==> src/rtl/adpll_pkg.sv <==
// Shared definitions for the ADPLL configuration / lock-management controller.
//
// Contents:
//   MULT_W        width of the ADPLL multiplier code
//   MULT_ILLEGAL  multiplier code that is rejected on the config interface
//   LOSS_W        width of the loss-of-lock event counter
//   state_t       controller FSM states
//   sat_inc_loss  saturating increment for the loss-of-lock counter
package adpll_pkg;

    localparam int MULT_W = 3;
    localparam logic [MULT_W-1:0] MULT_ILLEGAL = 3'd0;
    localparam int LOSS_W = 8;

    typedef enum logic [2:0] {
        ST_RST_HOLD  = 3'd0,
        ST_WAIT_LOCK = 3'd1,
        ST_QUALIFY   = 3'd2,
        ST_LOCKED    = 3'd3,
        ST_FAULT     = 3'd4
    } state_t;

    // Counter sticks at all-ones instead of wrapping.
    function automatic logic [LOSS_W-1:0] sat_inc_loss(input logic [LOSS_W-1:0] v);
        return (&v) ? v : v + LOSS_W'(1);
    endfunction

endpackage

==> src/rtl/sync2.sv <==
// Two-flop synchronizer for a single asynchronous level signal.
//
// Ports:
//   clk    in   destination clock
//   rst_n  in   asynchronous active-low reset (both flops clear to 0)
//   d      in   asynchronous input
//   q      out  synchronized output, two clk edges behind d
module sync2 (
    input  logic clk,
    input  logic rst_n,
    input  logic d,
    output logic q
);

    logic meta_q;
    logic sync_q;

    always_ff @(posedge clk or negedge rst_n) begin
        if (!rst_n) begin
            meta_q <= 1'b0;
            sync_q <= 1'b0;
        end else begin
            meta_q <= d;
            sync_q <= meta_q;
        end
    end

    assign q = sync_q;

endmodule

==> src/rtl/adpll_ctrl.sv <==
// ADPLL configuration and lock-management controller.
//
// Accepts a multiplier code over a valid/ready handshake, drives it onto the
// ADPLL M2..M0 pins, pulses the ADPLL reset for RST_CYCLES cycles, then waits
// for a stable LOCK. A restart is attempted on lock timeout; once MAX_RETRY
// restarts have failed the controller parks in FAULT with the PLL held in reset.
// Loss of lock after qualification is counted and triggers a fresh restart.
//
// Ports:
//   REF_CLK    in   reference clock, all logic on its rising edge
//   RESET      in   asynchronous active-low controller reset
//   CFG_VALID  in   multiplier request valid
//   CFG_MULT   in   requested multiplier code (0 is illegal)
//   CFG_READY  out  request can be accepted (LOCKED or FAULT)
//   CFG_ERR    out  one-cycle pulse when an illegal code was accepted
//   LOCK       in   ADPLL lock, asynchronous, synchronized internally
//   M2/M1/M0   out  multiplier bits to the ADPLL
//   PLL_RESET  out  active-high ADPLL reset
//   LOCKED_OK  out  qualified lock
//   FAULT      out  retries exhausted
//   LOSS_CNT   out  saturating count of loss-of-lock events
module adpll_ctrl
    import adpll_pkg::*;
#(
    parameter int                RST_CYCLES    = 4,
    parameter int                LOCK_TIMEOUT  = 64,
    parameter int                STABLE_CYCLES = 8,
    parameter int                MAX_RETRY     = 2,
    parameter logic [MULT_W-1:0] DEFAULT_MULT  = 3'd1
) (
    input  logic              REF_CLK,
    input  logic              RESET,
    input  logic              CFG_VALID,
    input  logic [MULT_W-1:0] CFG_MULT,
    output logic              CFG_READY,
    output logic              CFG_ERR,
    input  logic              LOCK,
    output logic              M2,
    output logic              M1,
    output logic              M0,
    output logic              PLL_RESET,
    output logic              LOCKED_OK,
    output logic              FAULT,
    output logic [LOSS_W-1:0] LOSS_CNT
);

    // +2 keeps every counter at least one bit wide for the smallest parameters.
    localparam int RST_W   = $clog2(RST_CYCLES + 2);
    localparam int TO_W    = $clog2(LOCK_TIMEOUT + 2);
    localparam int STAB_W  = $clog2(STABLE_CYCLES + 2);
    localparam int RETRY_W = $clog2(MAX_RETRY + 2);

    // The WAIT_LOCK cycle that sees lock_s high already counts as the first
    // stable cycle, so QUALIFY needs STABLE_CYCLES-1 more of them.
    localparam logic [STAB_W-1:0] STAB_LAST = STAB_W'(STABLE_CYCLES - 2);
    localparam logic [RST_W-1:0]  RST_LAST  = RST_W'(RST_CYCLES - 1);
    localparam logic [TO_W-1:0]   TO_LAST   = TO_W'(LOCK_TIMEOUT - 1);

    logic lock_s;

    state_t              state_q,     state_d;
    logic [RST_W-1:0]    rst_cnt_q,   rst_cnt_d;
    logic [TO_W-1:0]     to_cnt_q,    to_cnt_d;
    logic [STAB_W-1:0]   stab_cnt_q,  stab_cnt_d;
    logic [RETRY_W-1:0]  retry_q,     retry_d;
    logic [MULT_W-1:0]   mult_q,      mult_d;
    logic                pll_reset_q, pll_reset_d;
    logic                locked_ok_q, locked_ok_d;
    logic                fault_q,     fault_d;
    logic                cfg_ready_q, cfg_ready_d;
    logic                cfg_err_q,   cfg_err_d;
    logic [LOSS_W-1:0]   loss_cnt_q,  loss_cnt_d;

    logic timeout;
    logic cfg_take;
    logic cfg_legal;
    logic do_timeout;
    logic do_config;

    sync2 u_lock_sync (
        .clk   (REF_CLK),
        .rst_n (RESET),
        .d     (LOCK),
        .q     (lock_s)
    );

    assign timeout   = (to_cnt_q == TO_LAST);
    assign cfg_take  = CFG_VALID & cfg_ready_q;
    assign cfg_legal = (CFG_MULT != MULT_ILLEGAL);

    always_comb begin
        state_d     = state_q;
        rst_cnt_d   = rst_cnt_q;
        to_cnt_d    = to_cnt_q;
        stab_cnt_d  = stab_cnt_q;
        retry_d     = retry_q;
        mult_d      = mult_q;
        pll_reset_d = pll_reset_q;
        locked_ok_d = locked_ok_q;
        fault_d     = fault_q;
        cfg_err_d   = 1'b0;
        loss_cnt_d  = loss_cnt_q;
        do_timeout  = 1'b0;
        do_config   = 1'b0;

        case (state_q)
            ST_RST_HOLD: begin
                pll_reset_d = 1'b1;
                if (rst_cnt_q == RST_LAST) begin
                    state_d     = ST_WAIT_LOCK;
                    rst_cnt_d   = '0;
                    to_cnt_d    = '0;
                    pll_reset_d = 1'b0;
                end else begin
                    rst_cnt_d = rst_cnt_q + RST_W'(1);
                end
            end

            ST_WAIT_LOCK: begin
                to_cnt_d = to_cnt_q + TO_W'(1);
                if (timeout) begin
                    do_timeout = 1'b1;
                end else if (lock_s) begin
                    if (STABLE_CYCLES <= 1) begin
                        state_d     = ST_LOCKED;
                        locked_ok_d = 1'b1;
                    end else begin
                        state_d    = ST_QUALIFY;
                        stab_cnt_d = '0;
                    end
                end
            end

            ST_QUALIFY: begin
                // Timeout keeps running here; a glitch only sends us back
                // to WAIT_LOCK, it does not buy a fresh budget.
                to_cnt_d = to_cnt_q + TO_W'(1);
                if (lock_s && (stab_cnt_q == STAB_LAST)) begin
                    state_d     = ST_LOCKED;
                    locked_ok_d = 1'b1;
                end else if (timeout) begin
                    do_timeout = 1'b1;
                end else if (!lock_s) begin
                    state_d = ST_WAIT_LOCK;
                end else begin
                    stab_cnt_d = stab_cnt_q + STAB_W'(1);
                end
            end

            ST_LOCKED: begin
                // A legal config overrides a simultaneous loss of lock.
                if (cfg_take && cfg_legal) begin
                    do_config = 1'b1;
                end else begin
                    if (cfg_take) begin
                        cfg_err_d = 1'b1;
                    end
                    if (!lock_s) begin
                        loss_cnt_d  = sat_inc_loss(loss_cnt_q);
                        locked_ok_d = 1'b0;
                        retry_d     = '0;
                        state_d     = ST_RST_HOLD;
                        rst_cnt_d   = '0;
                        pll_reset_d = 1'b1;
                    end
                end
            end

            ST_FAULT: begin
                pll_reset_d = 1'b1;
                if (cfg_take) begin
                    if (cfg_legal) begin
                        do_config = 1'b1;
                    end else begin
                        cfg_err_d = 1'b1;
                    end
                end
            end

            default: begin
                state_d     = ST_RST_HOLD;
                rst_cnt_d   = '0;
                pll_reset_d = 1'b1;
            end
        endcase

        if (do_timeout) begin
            pll_reset_d = 1'b1;
            if (retry_q < RETRY_W'(MAX_RETRY)) begin
                retry_d   = retry_q + RETRY_W'(1);
                state_d   = ST_RST_HOLD;
                rst_cnt_d = '0;
            end else begin
                state_d = ST_FAULT;
                fault_d = 1'b1;
            end
        end

        if (do_config) begin
            mult_d      = CFG_MULT;
            retry_d     = '0;
            fault_d     = 1'b0;
            locked_ok_d = 1'b0;
            state_d     = ST_RST_HOLD;
            rst_cnt_d   = '0;
            pll_reset_d = 1'b1;
        end

        cfg_ready_d = (state_d == ST_LOCKED) || (state_d == ST_FAULT);
    end

    always_ff @(posedge REF_CLK or negedge RESET) begin
        if (!RESET) begin
            state_q     <= ST_RST_HOLD;
            rst_cnt_q   <= '0;
            to_cnt_q    <= '0;
            stab_cnt_q  <= '0;
            retry_q     <= '0;
            mult_q      <= DEFAULT_MULT;
            pll_reset_q <= 1'b1;
            locked_ok_q <= 1'b0;
            fault_q     <= 1'b0;
            cfg_ready_q <= 1'b0;
            cfg_err_q   <= 1'b0;
            loss_cnt_q  <= '0;
        end else begin
            state_q     <= state_d;
            rst_cnt_q   <= rst_cnt_d;
            to_cnt_q    <= to_cnt_d;
            stab_cnt_q  <= stab_cnt_d;
            retry_q     <= retry_d;
            mult_q      <= mult_d;
            pll_reset_q <= pll_reset_d;
            locked_ok_q <= locked_ok_d;
            fault_q     <= fault_d;
            cfg_ready_q <= cfg_ready_d;
            cfg_err_q   <= cfg_err_d;
            loss_cnt_q  <= loss_cnt_d;
        end
    end

    assign M2        = mult_q[2];
    assign M1        = mult_q[1];
    assign M0        = mult_q[0];
    assign PLL_RESET = pll_reset_q;
    assign LOCKED_OK = locked_ok_q;
    assign FAULT     = fault_q;
    assign CFG_READY = cfg_ready_q;
    assign CFG_ERR   = cfg_err_q;
    assign LOSS_CNT  = loss_cnt_q;

endmodule

==> config.mk <==
export PLATFORM = sky130hd
export DESIGN_NAME = adpll_ctrl
export DESIGN_NICKNAME = d
export VERILOG_FILES = /design/src/rtl/adpll_pkg.sv /design/src/rtl/sync2.sv /design/src/rtl/adpll_ctrl.sv
export SDC_FILE = /design/constraint.sdc
export NUM_CORES = 1
export LEC_CHECK = 0
export CELL_PAD_IN_SITES_DETAIL_PLACEMENT = 1
export CELL_PAD_IN_SITES_GLOBAL_PLACEMENT = 2
export CORE_ASPECT_RATIO = 1.75
export CORE_UTILIZATION = 39
export CTS_BUF_LIST = sky130_fd_sc_hd__clkbuf_4
export CTS_CLUSTER_DIAMETER = 100
export CTS_CLUSTER_SIZE = 24
export DETAILED_ROUTE_END_ITERATION = 7
export GPL_TIMING_DRIVEN = 0
export PLACE_DENSITY = 0.9
export SYNTH_ARGS = -nofsm -noshare
export SYNTH_HDL_FRONTEND = slang
export SYNTH_SLANG_ARGS = --single-unit
==> constraint.sdc <==
create_clock -name REF_CLK -period 4.4 [get_ports REF_CLK]
set_clock_uncertainty 0.1 [all_clocks]
set_input_delay 0.88 -clock REF_CLK [delete_from_list [all_inputs] [get_ports REF_CLK]]
set_output_delay 0.88 -clock REF_CLK [all_outputs]
set_load 0.01 [all_outputs]
==> flow_metrics.py, run 1 <==
metrics = {
    "detailed_routing": {
        "drc": 0,
        "dr.pass1.iters": 4,
        "totalWireLength_um": 4955,
        "wl_per_cell_um": 18.15,
        "ant_nets": 0,
        "initialDrtViolationCount": 11,
        "vias": 1612,
        "viasPerCell": 5.905,
    },
    "placement": {
        "gp_congestion": 0.8683,
        "io_buffer_count": 22,
        "dp_hpwl_um": 3880,
    },
    "synthesis": {
        "synth_edf_count": 0,
        "syn_area_mm2": 0.001914,
        "ys.flop_type": "dfrtp_1",
        "synth_top_family_by_area": "simple AND/OR/NAND/NOR gates",
        "synthMuxAreaShare_pct": 1.765,
        "synth_warnings": 0,
        "synthTopCellsByArea": "dfrtp_1 (46%), nand2_1 (3.9%), nor2_1 (3.5%)",
        "syn_nets": 203,
        "synth_area_per_cell_um2": 10.02,
        "async_reset_ff_share_pct": 100.0,
        "synth_compound_area_share_pct": 16.27,
        "ys_types": 50,
        "post_synth_xor_area_fraction_pct": 5.033,
        "synthTopCellsByCount": "dfrtp_1 (35), nand2_1 (20), nor2_1 (18), a21oi_1 (10), o21ai_0 (9)",
        "synthSimpleGateAreaFrac_pct": 23.07,
        "synth_top_cell_area_share_pct": 45.75,
        "synth-adder-area-share_pct": 3.268,
        "synth-seq-cells": 37,
        "yosysMostFrequentCell": "dfrtp_1",
        "ys_seq_area_share_pct": 48.50,
        "synthCells": 191,
        "yosys.area.top_type": "dfrtp_1",
    },
    "sta": {
        "tightest_slew_ps": 1139,
        "slew_violations": 0,
        "rsz0062_at_grt": "no",
        "fmax_ghz": 0.3262,
        "post-route-period-util_pct": 69.66,
        "fin_tns_setup_ps": 0,
        "maxSlewHeadroom_pct": 23.09,
        "finalHoldViolCount": 0,
        "hold-worst-slack_ps": 261.8,
        "setup_violations": 0,
        "post-route-min-period_ps": 3065,
    },
    "power_and_ir_drop": {
        "p_leak_nw": 0.9858,
        "ir_drop_uv": 272.4,
        "power_mw": 1.187,
        "p_per_area_mw_per_mm2": 527.8,
    },
    "cells_and_area": {
        "fillerInstances": 558,
        "diodes": 0,
        "layout-area-overhead-vs-synth_pct": 17.52,
        "drive_gt1_share_pct": 9.050,
        "final_core_util_pct": 47.79,
        "fin_nets": 232,
    },
    "worst_setup_path": {
        "r2r_slack_ps": 2100,
        "r2r_end": "CFG_READY",
        "reg2reg_depth": 6,
        "r2r_start": "to_cnt_q[0]",
        "cp-startpoint": "CFG_MULT[0]",
        "worstSetupPathType": "primary input to flop",
        "crit_path_end_kind": "flop",
        "start_kind": "primary input",
        "cp_max_fo": 4,
        "worstPathRequired_ps": 4500,
        "arrival_ps": 3170,
    },
    "clocking": {
        "cts_buffer_depth": 2,
        "cts_root_buf": "clkbuf_4",
        "clk_pin_slew_ps": 110,
        "cts_resized": 0,
        "clkLatencyLatePin_ps": 340,
        "htree_levels": 2,
        "cts_num_sinks": 37,
        "cts-buffers-inserted": 5,
        "ctsHoldBuffers": 0,
        "cts_tree": "built",
        "post_cts_buffers": 0,
    },
    "floorplan": {
        "fp-row-count": 33,
        "fp.dieW_um": 54.96,
        "pin_count": 23,
        "initial_utilization_pct": 40.67,
        "core_mm2": 0.004707,
        "die_height_um": 94.68,
        "die_area_mm2": 0.005204,
    },
    "global_route": {
        "overflow": 0,
        "grt_pass1_wl_um": 8059,
        "antenna_found_initial": 0,
        "grt_max_degree": 38,
        "grt_pass1_vias": 1726,
        "grt_util_all_layers_pct": 21.79,
    },
    "job": {
        "drv_cap": 0,
    },
    "min_path": {
        "hp-start": "u_lock_sync.meta_q",
        "min_to": "u_lock_sync.q",
        "hold_path_class": "flop to flop",
        "hold_depth": 0,
    },
    "outcome": {
        "status": "finished, final reports clean",
    },
}
registers in the layout (all words and copies together) (netlist names), 2 cells and up:
signal      count
to_cnt_q        7
stab_cnt_q      4
LOSS_CNT        8
mult_q          3
rst_cnt_q       3
retry_q         2
state_q         3
critical path: stages:
cell and delay (ps):
clkdlybuf4s50_1 460, o311ai_0 990, o21ai_0 170, a221oi_1 500, o22ai_1 160
cells in the final DEF (no fill, tap or decap), drive strengths merged, types with 5 or more instances in the layout:
master	count
a21oi	11
clkdlybuf4s50	21
nor2	18
nand4	7
inv	6
xnor2	7
nand3	6
dfrtp	35
nand2	20
o21ai	10
ha	5
a31oi	6
clkbuf	8
kinds of logic (layout without fill, tap and decap cells):
kind of cell / after synthesis / in the layout
muxes: 3 / 3
buffers and inverters: 10 / 40
and+or+nand+nor: 81 / 81
DFF: 37 / 37
adders and majority gates: 5 / 5
AOI/OAI and AO/OA: 44 / 44
xor gates and xnor gates: 11 / 11
layout make-up:
cell class                      count  area [um^2]  share of cell area [%]
Buffer                              4        17.52                  0.7786
Clock inverter                      2        10.01                  0.4449
Timing Repair Buffer               22        215.2                   9.566
Sequential cell                    37        928.4                   41.27
Multi-Input combinational cell    144        945.9                   42.05
Clock buffer                        6        45.04                   2.002
Tap cell                           52        65.06                   2.892
Inverter                            6        22.52                   1.001
power breakdown:
group | switching [mW] | total [mW] | internal (mW)
clock | 0.115 | 0.182 | 0.0671
combinational | 0.257 | 0.473 | 0.216
sequential | 0.101 | 0.532 | 0.432
through the flow:
| step | worst slack (ps) | cell area (um^2) | std cells |
|---|---|---|---|
| after detailed placement | 1040 | 2195 | 265 |
| after global placement | 1055 | 2200 | 265 |
| final | 1335 | 2250 | 273 |
| after CTS | 1399 | 2250 | 273 |
| after floorplan | 1994 | 1914 | 191 |
| after global routing | 1315 | 2250 | 273 |
routing by layer:
layer | vias up | track usage, % | part of all wire [%]
li1 | 762 | - | -
met1 | 815 | 22.82 | 37
met2 | 23 | 39.96 | 58
met3 | 12 | 3.543 | 2.1
met4 | 0 | 9.375 | 3.0
met5 | - | 0 | 0
worst max path at each step:
stage	end	slack (ps)	cells after the start
after CTS	CFG_READY	1400	5
after floorplan	LOSS_CNT[1]	1990	4
after global routing	CFG_READY	1310	5
after detailed placement	CFG_READY	1040	5
after global placement	CFG_READY	1050	5
final	CFG_READY	1330	5
Power figures use the tool's default switching activity.
==> run 2, diff against run 1 <==
CORE_UTILIZATION = 33   (was 39)
PLACE_DENSITY = 0.81   (was 0.9)
clock period = 2.5 ns   (was 4.4 ns; I/O delays follow)
==> run 2 against run 1 <==
Sequential power is 76% higher; sequential cell count stayed put; count of clock-buffer cells in the layout down 1; design area rose by 2.4%; clock power is 130% higher; critical path depth did not move; wire length is 3.0% lower; utilization is 6.6 points lower; cell count is 8.8% higher; largest power group unchanged.
==> flow_metrics.py, run 2 (synthesis gave the netlist of run 1 again) <==
metrics = {
    "outcome": {
        "status": "finished, final reports clean",
    },
    "worst_setup_path": {
        "cp_slowest_cell": "o311ai_0",
        "reg2reg_depth": 6,
        "worstPathCellList": "clkdlybuf4s50_1 -> o311ai_0 -> o21ai_0 -> a221oi_1 -> o22ai_1",
        "critPathTopFamily": "compound AO/OA/AOI/OAI gates",
        "worstSetupPathType": "primary input to flop",
        "start_kind": "primary input",
        "r2r_end": "CFG_READY",
        "crit_path_max_incr_delay_ps": 770,
        "arrival_ps": 2460,
        "worstPathRequired_ps": 2610,
        "crit_buf_inv": 1,
        "r2r_start": "to_cnt_q[0]",
        "cp_max_fo": 4,
        "crit_path_end_kind": "flop",
        "r2r_slack_ps": 280,
        "path_depth": 5,
    },
    "global_route": {
        "grt_pass1_vias": 1674,
        "antenna_found_initial": 0,
        "grt_util_all_layers_pct": 18.16,
        "grt_pass1_wl_um": 8266,
        "grt_max_degree": 38,
        "overflow": 0,
    },
    "floorplan": {
        "pin_count": 23,
        "core_mm2": 0.005585,
        "fp.dieW_um": 59.58,
        "fp-row-count": 36,
        "die_height_um": 102.8,
        "die_area_mm2": 0.006122,
        "initial_utilization_pct": 34.27,
    },
    "clocking": {
        "post_cts_buffers": 0,
        "ctsHoldBuffers": 0,
        "htree_levels": 2,
        "cts-buffers-inserted": 5,
        "cts_tree": "built",
        "cts_num_sinks": 37,
        "clkLatencyLatePin_ps": 350,
        "cts_root_buf": "clkbuf_4",
        "cts_buffer_depth": 2,
        "clk_pin_slew_ps": 120,
        "cts_resized": 0,
    },
    "placement": {
        "io_buffer_count": 22,
        "dp_hpwl_um": 3557,
        "place_area_mm2": 0.002225,
        "gp_congestion": 0.7632,
    },
    "cells_and_area": {
        "mostFrequentLayoutCells": "dfrtp_1 (35), clkdlybuf4s50_1 (21), nand2_1 (20)",
        "layout-area-overhead-vs-synth_pct": 20.33,
        "fin_nets": 232,
        "final_common_cell": "dfrtp_1",
        "largest_register_ffs": 8,
        "drive_gt1_share_pct": 8.597,
        "stdcell_area_mm2": 0.002303,
        "diodes": 0,
        "fillerInstances": 674,
    },
    "power_and_ir_drop": {
        "ir_drop_uv": 423.7,
        "p_per_area_mw_per_mm2": 932.8,
        "p_leak_nw": 0.9892,
    },
    "detailed_routing": {
        "wl_per_cell_um": 16.18,
        "drc": 0,
        "vias": 1573,
        "viasPerCell": 5.296,
        "initialDrtViolationCount": 36,
        "dr.pass1.iters": 4,
        "totalWireLength_um": 4805,
        "ant_nets": 0,
    },
    "sta": {
        "maxSlewHeadroom_pct": 44.00,
        "tightest_slew_ps": 829.4,
        "rsz0062_at_grt": "no",
        "finalHoldViolCount": 0,
        "setup_violations": 0,
        "post-route-min-period_ps": 2341,
        "fmax_ghz": 0.4271,
        "post-route-period-util_pct": 93.65,
        "slew_violations": 0,
        "fin_tns_setup_ps": 0,
    },
    "min_path": {
        "hold_path_class": "primary input to async pin",
    },
    "job": {
        "drv_cap": 0,
    },
}
[run 2: routing by layer]
| layer | share of wire (%) | vias up | GRT usage (%) |
|---|---|---|---|
| met5 | 0 | - | 0 |
| met4 | 3.6 | 0 | 9.302 |
| met3 | 2.3 | 11 | 2.509 |
| met2 | 54 | 30 | 31.98 |
| met1 | 40 | 775 | 20.97 |
| li1 | - | 757 | - |
[run 2: through the flow]
step / std cells / hold slack, ps / power [mW] / util [%] / setup WS [ps]
3_5_place_dp: 289 / 235.8 / 1.753 / 39.83 / -217.0
5_1_grt: 297 / 207.3 / 2.326 / 41.24 / 4.491
4_1_cts: 297 / 172.3 / 2.186 / 41.24 / 156.2
2_1_floorplan: 191 / 104.4 / 1.423 / - / 473.7
6_report: 297 / 130.8 / 2.149 / 41.24 / 158.7
3_3_place_gp: 289 / 233.4 / 1.742 / 39.92 / -273.8
[run 2: final cells by class]
| class | count | area (um^2) | area share (%) |
|---|---|---|---|
| clock buffer | 5 | 37.54 | 1.630 |
| timing repair buffer | 22 | 215.2 | 9.343 |
| clock inverter | 3 | 41.29 | 1.793 |
| sequential | 37 | 928.4 | 40.30 |
| tap | 76 | 95.09 | 4.128 |
| inverter | 6 | 22.52 | 0.9777 |
| buffer | 4 | 17.52 | 0.7605 |
| multi-input combinational | 144 | 945.9 | 41.06 |
[run 2: power by group]
group          switching [mW]  internal [mW]  total, mW
sequential              0.177          0.759      0.936
clock                   0.209          0.207      0.416
combinational           0.420          0.377      0.797
total                   0.806           1.34       2.15
[run 2: how the worst max path moves through the flow]
stage / endpoint / startpoint / slack (ps)
after global placement: CFG_READY / CFG_MULT[1] / -270
final: CFG_READY / CFG_MULT[1] / 160
after detailed placement: CFG_READY / CFG_MULT[1] / -220
after global routing: CFG_READY / to_cnt_q[0] / 4
after floorplan: LOSS_CNT[1] / CFG_MULT[1] / 470
after CTS: CFG_READY / CFG_MULT[1] / 160
